File: config.mk
export PLATFORM = sky130hd
export DESIGN_NAME = tap_ring_buffer_flat
export DESIGN_NICKNAME = d
export VERILOG_FILES = /design/src/rtl/tap_ring_buffer_if.sv /design/src/rtl/tap_ring_buffer.sv /design/src/flat_wrapper.sv
export SDC_FILE = /design/constraint.sdc
export NUM_CORES = 1
export LEC_CHECK = 0
export CAP_MARGIN = 30
export CORE_ASPECT_RATIO = 0.6
export CORE_MARGIN = 5
export CORE_UTILIZATION = 37
export CTS_CLUSTER_SIZE = 8
export DETAILED_ROUTE_END_ITERATION = 12
export GPL_TIMING_DRIVEN = 0
export SYNTH_ARGS = -nofsm -noshare
export SYNTH_HDL_FRONTEND = slang
export SYNTH_SLANG_ARGS = --single-unit
File: constraint.sdc
create_clock -name clk -period 5.85 [get_ports clk]
set_clock_uncertainty 0.2 [all_clocks]
set_input_delay 1.17 -clock clk [delete_from_list [all_inputs] [get_ports clk]]
set_output_delay 1.17 -clock clk [all_outputs]
set_load 0.005 [all_outputs]
File: src/rtl/tap_ring_buffer_if.sv
// Loader/datapath-side bundle for tap_ring_buffer: write and read strobes, tap
// offsets and the registered tap results with fill status.
interface tap_ring_buffer_if #(
  parameter int DataWidth   = 8,
  parameter int BufferWidth = 4,
  parameter int NumTaps     = 3
);
  logic                           clk_en;
  logic                           EN;
  logic [DataWidth-1:0]           DataIn;
  logic                           Flush;
  logic                           RdEn;
  logic [NumTaps*BufferWidth-1:0] TapOffset;
  logic [NumTaps*DataWidth-1:0]   DataOut;
  logic [NumTaps-1:0]             TapValid;
  logic                           DataValid;
  logic [BufferWidth:0]           Count;
  logic                           Full;

  modport master (
    output clk_en, EN, DataIn, Flush, RdEn, TapOffset,
    input  DataOut, TapValid, DataValid, Count, Full
  );

  modport slave (
    input  clk_en, EN, DataIn, Flush, RdEn, TapOffset,
    output DataOut, TapValid, DataValid, Count, Full
  );
endinterface

File: src/rtl/tap_ring_buffer.sv
// Circular sample buffer with an auto-incrementing write pointer and NumTaps
// read taps addressed backwards from the newest sample (offset 0 = newest).
module tap_ring_buffer #(
  parameter int DataWidth   = 8,
  parameter int BufferSize  = 16,
  parameter int BufferWidth = 4,
  parameter int NumTaps     = 3
) (
  input logic             clk,
  input logic             aclr,
  tap_ring_buffer_if.slave bus
);

  localparam logic [BufferWidth:0] CountMax = (BufferWidth+1)'(BufferSize);

  logic [DataWidth-1:0]         mem [BufferSize];
  logic [BufferWidth-1:0]       wr_ptr;
  logic [BufferWidth:0]         count;
  logic [NumTaps*DataWidth-1:0] data_out;
  logic [NumTaps-1:0]           tap_valid;
  logic                         data_valid;

  logic [BufferWidth-1:0]       rd_addr [NumTaps];
  logic [NumTaps-1:0]           tap_hit;

  // Tap address is newest slot minus offset; modular wrap comes from the pointer width.
  function automatic logic [BufferWidth-1:0] tap_addr(
    input logic [BufferWidth-1:0] ptr,
    input logic [BufferWidth-1:0] offset
  );
    return ptr - BufferWidth'(1) - offset;
  endfunction

  // Per-tap read address and validity, computed from the pre-edge pointer and fill level.
  always_comb begin
    rd_addr = '{default: '0};
    tap_hit = '0;
    for (int k = 0; k < NumTaps; k++) begin
      rd_addr[k] = tap_addr(wr_ptr, bus.TapOffset[k*BufferWidth +: BufferWidth]);
      tap_hit[k] = ({1'b0, bus.TapOffset[k*BufferWidth +: BufferWidth]} < count);
    end
  end

  // Ring state and registered tap outputs; aclr clears everything, Flush only the bookkeeping.
  always_ff @(posedge clk) begin
    if (aclr) begin
      for (int i = 0; i < BufferSize; i++) begin
        mem[i] <= '0;
      end
      wr_ptr     <= '0;
      count      <= '0;
      data_out   <= '0;
      tap_valid  <= '0;
      data_valid <= 1'b0;
    end else if (bus.clk_en) begin
      if (bus.Flush) begin
        wr_ptr     <= '0;
        count      <= '0;
        tap_valid  <= '0;
        data_valid <= 1'b0;
      end else begin
        if (bus.EN) begin
          mem[wr_ptr] <= bus.DataIn;
          wr_ptr      <= wr_ptr + BufferWidth'(1);
          if (count != CountMax) begin
            count <= count + (BufferWidth+1)'(1);
          end
        end
        // Reads see pre-edge memory, so a same-edge write shows up on the next read.
        if (bus.RdEn) begin
          for (int k = 0; k < NumTaps; k++) begin
            data_out[k*DataWidth +: DataWidth] <= mem[rd_addr[k]];
          end
          tap_valid  <= tap_hit;
          data_valid <= 1'b1;
        end else begin
          data_valid <= 1'b0;
        end
      end
    end
  end

  assign bus.DataOut   = data_out;
  assign bus.TapValid  = tap_valid;
  assign bus.DataValid = data_valid;
  assign bus.Count     = count;
  assign bus.Full      = (count == CountMax);

endmodule

File: src/flat_wrapper.sv
// flat-port wrapper written by rule: the top's interface ports become plain ports
module tap_ring_buffer_flat 
#(
  parameter int DataWidth   = 8,
  parameter int BufferSize  = 16,
  parameter int BufferWidth = 4,
  parameter int NumTaps     = 3
)
  (clk, aclr, bus_clk_en, bus_EN, bus_DataIn, bus_Flush, bus_RdEn, bus_TapOffset, bus_DataOut, bus_TapValid, bus_DataValid, bus_Count, bus_Full);
  tap_ring_buffer_if #(.DataWidth(DataWidth), .BufferWidth(BufferWidth), .NumTaps(NumTaps)) bus_i ();
  input logic clk;
  input logic aclr;
  input wire logic [$bits(bus_i.clk_en)-1:0] bus_clk_en;
  input wire logic [$bits(bus_i.EN)-1:0] bus_EN;
  input wire logic [$bits(bus_i.DataIn)-1:0] bus_DataIn;
  input wire logic [$bits(bus_i.Flush)-1:0] bus_Flush;
  input wire logic [$bits(bus_i.RdEn)-1:0] bus_RdEn;
  input wire logic [$bits(bus_i.TapOffset)-1:0] bus_TapOffset;
  output wire logic [$bits(bus_i.DataOut)-1:0] bus_DataOut;
  output wire logic [$bits(bus_i.TapValid)-1:0] bus_TapValid;
  output wire logic [$bits(bus_i.DataValid)-1:0] bus_DataValid;
  output wire logic [$bits(bus_i.Count)-1:0] bus_Count;
  output wire logic [$bits(bus_i.Full)-1:0] bus_Full;
  assign bus_i.clk_en = bus_clk_en;
  assign bus_i.EN = bus_EN;
  assign bus_i.DataIn = bus_DataIn;
  assign bus_i.Flush = bus_Flush;
  assign bus_i.RdEn = bus_RdEn;
  assign bus_i.TapOffset = bus_TapOffset;
  assign bus_DataOut = bus_i.DataOut;
  assign bus_TapValid = bus_i.TapValid;
  assign bus_DataValid = bus_i.DataValid;
  assign bus_Count = bus_i.Count;
  assign bus_Full = bus_i.Full;
  tap_ring_buffer #(.DataWidth(DataWidth), .BufferSize(BufferSize), .BufferWidth(BufferWidth), .NumTaps(NumTaps)) u_core (.clk(clk), .aclr(aclr), .bus(bus_i));
endmodule
==> results.json, run 1 <==
{
  "status": "complete, no violations",
  "wl_per_cell_um": 26.3,
  "start_util_pct": 37.5,
  "drcViolationCount": 0,
  "cts_tree": "built",
  "fillCellCount": 2441,
  "worstPathRequired_ps": 5990,
  "ioPinCount": 60,
  "cp.arrival_ps": 4460,
  "final-setup-viol-count": 0,
  "cts_resized": 0,
  "worstHoldPathType": "reg -> reg",
  "holdCritStartpoint": "u_core.bus.DataValid$_SDFFE_PP0P_",
  "grt_pass1_wl_mm": 43.5,
  "fmax_mhz": 232,
  "syn2layout_area_growth_pct": 16.2,
  "rows": 46,
  "fin_crit_ps": 4320,
  "core_area_mm2": 0.0264,
  "totalWireLength_mm": 30.1,
  "cts_made_buffers": 17,
  "clockBufferDepth": 2,
  "synth_compound_area_share_pct": 4.02,
  "start_kind": "primary input",
  "synth_seq_area_share_pct": 46.3,
  "yosys.area_share.simple_pct": 12.2,
  "synth_seq_cells": 165,
  "final_antenna_net_count": 0,
  "worst_pin_slew_ps": 957,
  "synth-xor-area-share_pct": 2.11,
  "ys_types": 38,
  "dp_hpwl_mm": 22.8,
  "muxShareOfSynthArea_pct": 29.2,
  "finalCritPeriodShare_pct": 73.8,
  "crit_type": "in -> reg",
  "port_buffers": 57,
  "via_per_inst": 5.53,
  "cts-root-buf": "clkbuf_16",
  "max_slew_margin_pct": 36.0,
  "cap_violations": 0,
  "ys_warn_count": 0,
  "drt-initial-drc-count": 891,
  "grt_max_degree": 17,
  "end_kind": "flop",
  "synth_fp_nets": 747,
  "final_core_util_pct": 43.6,
  "rrSetupSlack_ps": 1850,
  "layout.nets": 827,
  "drive_above_1_share_pct": 21.0,
  "clkTransAtPathRegs_ps": 60,
  "cts_setup_buffers": 0,
  "via_count": 6340,
  "yosys.area_share.adder_pct": 3.64,
  "synth_area_mm2": 0.00990,
  "crit_fanout": 10,
  "syn_area_per_cell_um2": 14.3,
  "cts_sinks": 165,
  "die_y_um": 137,
  "fp.dieW_um": 221,
  "syn-instance-count": 694,
  "r2r-start": "u_core.wr_ptr[0]$_SDFFE_PP0P_",
  "cts_hold_buf": 0,
  "grtUsageTotal_pct": 20.3,
  "synth_top_family_by_area": "multiplexers",
  "htree_num_levels": 4,
  "drtPass1Iterations": 5,
  "slew_violations": 0,
  "antenna_found_initial": 0,
  "grt_overflow": 0,
  "startpoint": "bus_TapOffset[4]",
  "powerDensity_mw_per_mm2": 269,
  "finalWeightedCongestion": 0.891,
  "ir_drop_mv": 0.191,
  "fp.dieArea_mm2": 0.0302,
  "insertion_delay_ps": 450,
  "final_hold_viol_count": 0,
  "first_global_vias": 6180,
  "antennaDiodeCount": 0,
  "fin_tns_setup_ps": 0,
  "cellLeakagePower_nw": 4.29,
  "rsz0062_at_grt": "false"
}
==> layout by cell type (no fill, tap or decap), drive strengths merged <==
cell type      count
a21oi             10
o21ai              9
xor2               8
nand3b             4
clkinvlp           2
xnor2              6
nand3              3
inv               16
nor2              25
clkinv             8
nand2             10
a22o              24
fa                 3
nor4bb             1
nand4              2
mux4              96
o21a               1
mux2i             73
nor2b              2
a22oi              2
nor3               6
bufinv             2
and3               1
dfxtp             37
edfxtp           128
clkdlybuf4s50     57
nand2b             8
a21o               8
or2               16
clkbuf            47
and2             129
buf               18
ha                24
a32oi              1
==> registers in the layout, indices dropped and copies added (netlist names) <==
name and flops:
u_core.mem 128, u_core.bus.DataValid 1, u_core.wr_ptr 4, u_core.bus.DataOut 24
u_core.bus.Count 5, u_core.bus.TapValid 3
==> metal layers <==
layer | global-route usage, % | vias to the layer above | share of wire [%]
met3 | 10.5 | 14 | 14
met2 | 26.3 | 325 | 38
met1 | 30.3 | 3163 | 47
met5 | 0 | - | 0
li1 | - | 2838 | -
met4 | 3.44 | 0 | 0.65
==> Yosys cell counts <==
cell type / count / area share (%)
nand3b_1: 4 / 0.30
a22oi_1: 2 / 0.15
nand3_1: 3 / 0.15
buf_2: 10 / 0.51
xnor2_1: 2 / 0.18
nor3_2: 1 / 0.10
nor4bb_1: 1 / 0.10
xor2_2: 3 / 0.49
or2_2: 16 / 1.0
and2_1: 129 / 8.2
xor2_1: 5 / 0.44
edfxtp_1: 128 / 39
xnor2_2: 1 / 0.16
a22o_1: 24 / 2.1
a32oi_1: 1 / 0.089
a21o_1: 7 / 0.53
nor3_1: 5 / 0.25
fa_1: 3 / 0.61
mux2i_1: 73 / 7.4
buf_4: 2 / 0.15
nor2b_1: 2 / 0.13
buf_1: 1 / 0.038
a21o_2: 1 / 0.089
dfxtp_1: 37 / 7.5
nand2_1: 10 / 0.38
nand2b_1: 8 / 0.51
a21oi_1: 10 / 0.51
o21a_1: 1 / 0.076
mux4_2: 96 / 22
buf_6: 1 / 0.11
o21ai_0: 9 / 0.46
clkbuf_1: 29 / 1.1
and3_1: 1 / 0.063
xnor2_4: 3 / 0.83
ha_1: 24 / 3.0
nor2_1: 25 / 0.95
nand4_1: 2 / 0.13
inv_1: 14 / 0.53
==> critical path: stages <==
cell and delay [ps]:
clkdlybuf4s50_1 470, ha_1 260, fa_1 740, clkbuf_1 680, mux4_2 470, mux2i_1 230, mux2i_1 200, a22o_1 220
==> cell families (layout without fill, tap and decap cells) <==
logic type | count (synthesis) | in the layout
xor gates and xnor gates | 14 | 14
buffers and inverters | 57 | 150
and+or+nand+nor | 207 | 207
AOI/OAI and AO/OA | 55 | 55
muxes | 169 | 169
DFF | 165 | 165
adders and majority gates | 27 | 27
==> cell type report <==
type                            count  area [um^2]  share of cell area (%)
Clock buffer                       18          429                    3.73
Inverter                           14         52.6                   0.457
Sequential cell                   165         4580                    39.9
Timing Repair Buffer               61          593                    5.16
Buffer                             43          189                    1.64
Tap cell                          360          450                    3.92
Multi-Input combinational cell    472         5070                    44.1
Clock inverter                     14          135                    1.17
==> power by group <==
part | internal (W) | leakage [nW] | switching, W | total, W
Combinational | 0.000292 | 2.40 | 0.000361 | 0.000654
Clock | 0.000624 | 0.271 | 0.000487 | 0.00111
Sequential | 0.00130 | 1.62 | 0.0000332 | 0.00133
Total | 0.00222 | 4.29 | 0.000882 | 0.00310
==> through the flow <==
step           cells  instance area [um^2]  hold slack, ps  setup WS (ps)  power (W)
2_1_floorplan    694                  9900             263           2400    0.00176
3_3_place_gp    1111                 10900             263           1130    0.00201
3_5_place_dp    1115                 10900             268           1140    0.00201
4_1_cts         1147                 11500             280           1610    0.00310
5_1_grt         1147                 11500             298           1520    0.00320
6_report        1147                 11500             276           1530    0.00310
==> final timing paths <==
path	depth (start not counted)	to
max	8	u_core.bus.DataOut[14]$_SDFFE_PP0P_
min	2	u_core.bus.DataValid$_SDFFE_PP0P_
max reg2reg	8	u_core.bus.DataOut[14]$_SDFFE_PP0P_
min reg2reg	2	u_core.bus.DataValid$_SDFFE_PP0P_
Power figures use the tool's default switching activity.
==> inputs of run 2 (changes only) <==
Clock period 5.85 ns to 4.2 ns, I/O delays scaled along.
==> results of run 2 <==
The final DEF is identical to that of run 1. Status: complete, no violations.
Main changes from that run: setup slack after placement 1140 ps -> -175 ps; setup slack after layout 1530 ps -> 202 ps; start point of the critical path bus_TapOffset[4] -> u_core.wr_ptr[0]$_SDFFE_PP0P_; register-to-register setup slack 1850 ps -> 200 ps; total power 0.00310 W -> 0.00432 W; worst IR drop on VDD 0.191 mV -> 0.265 mV
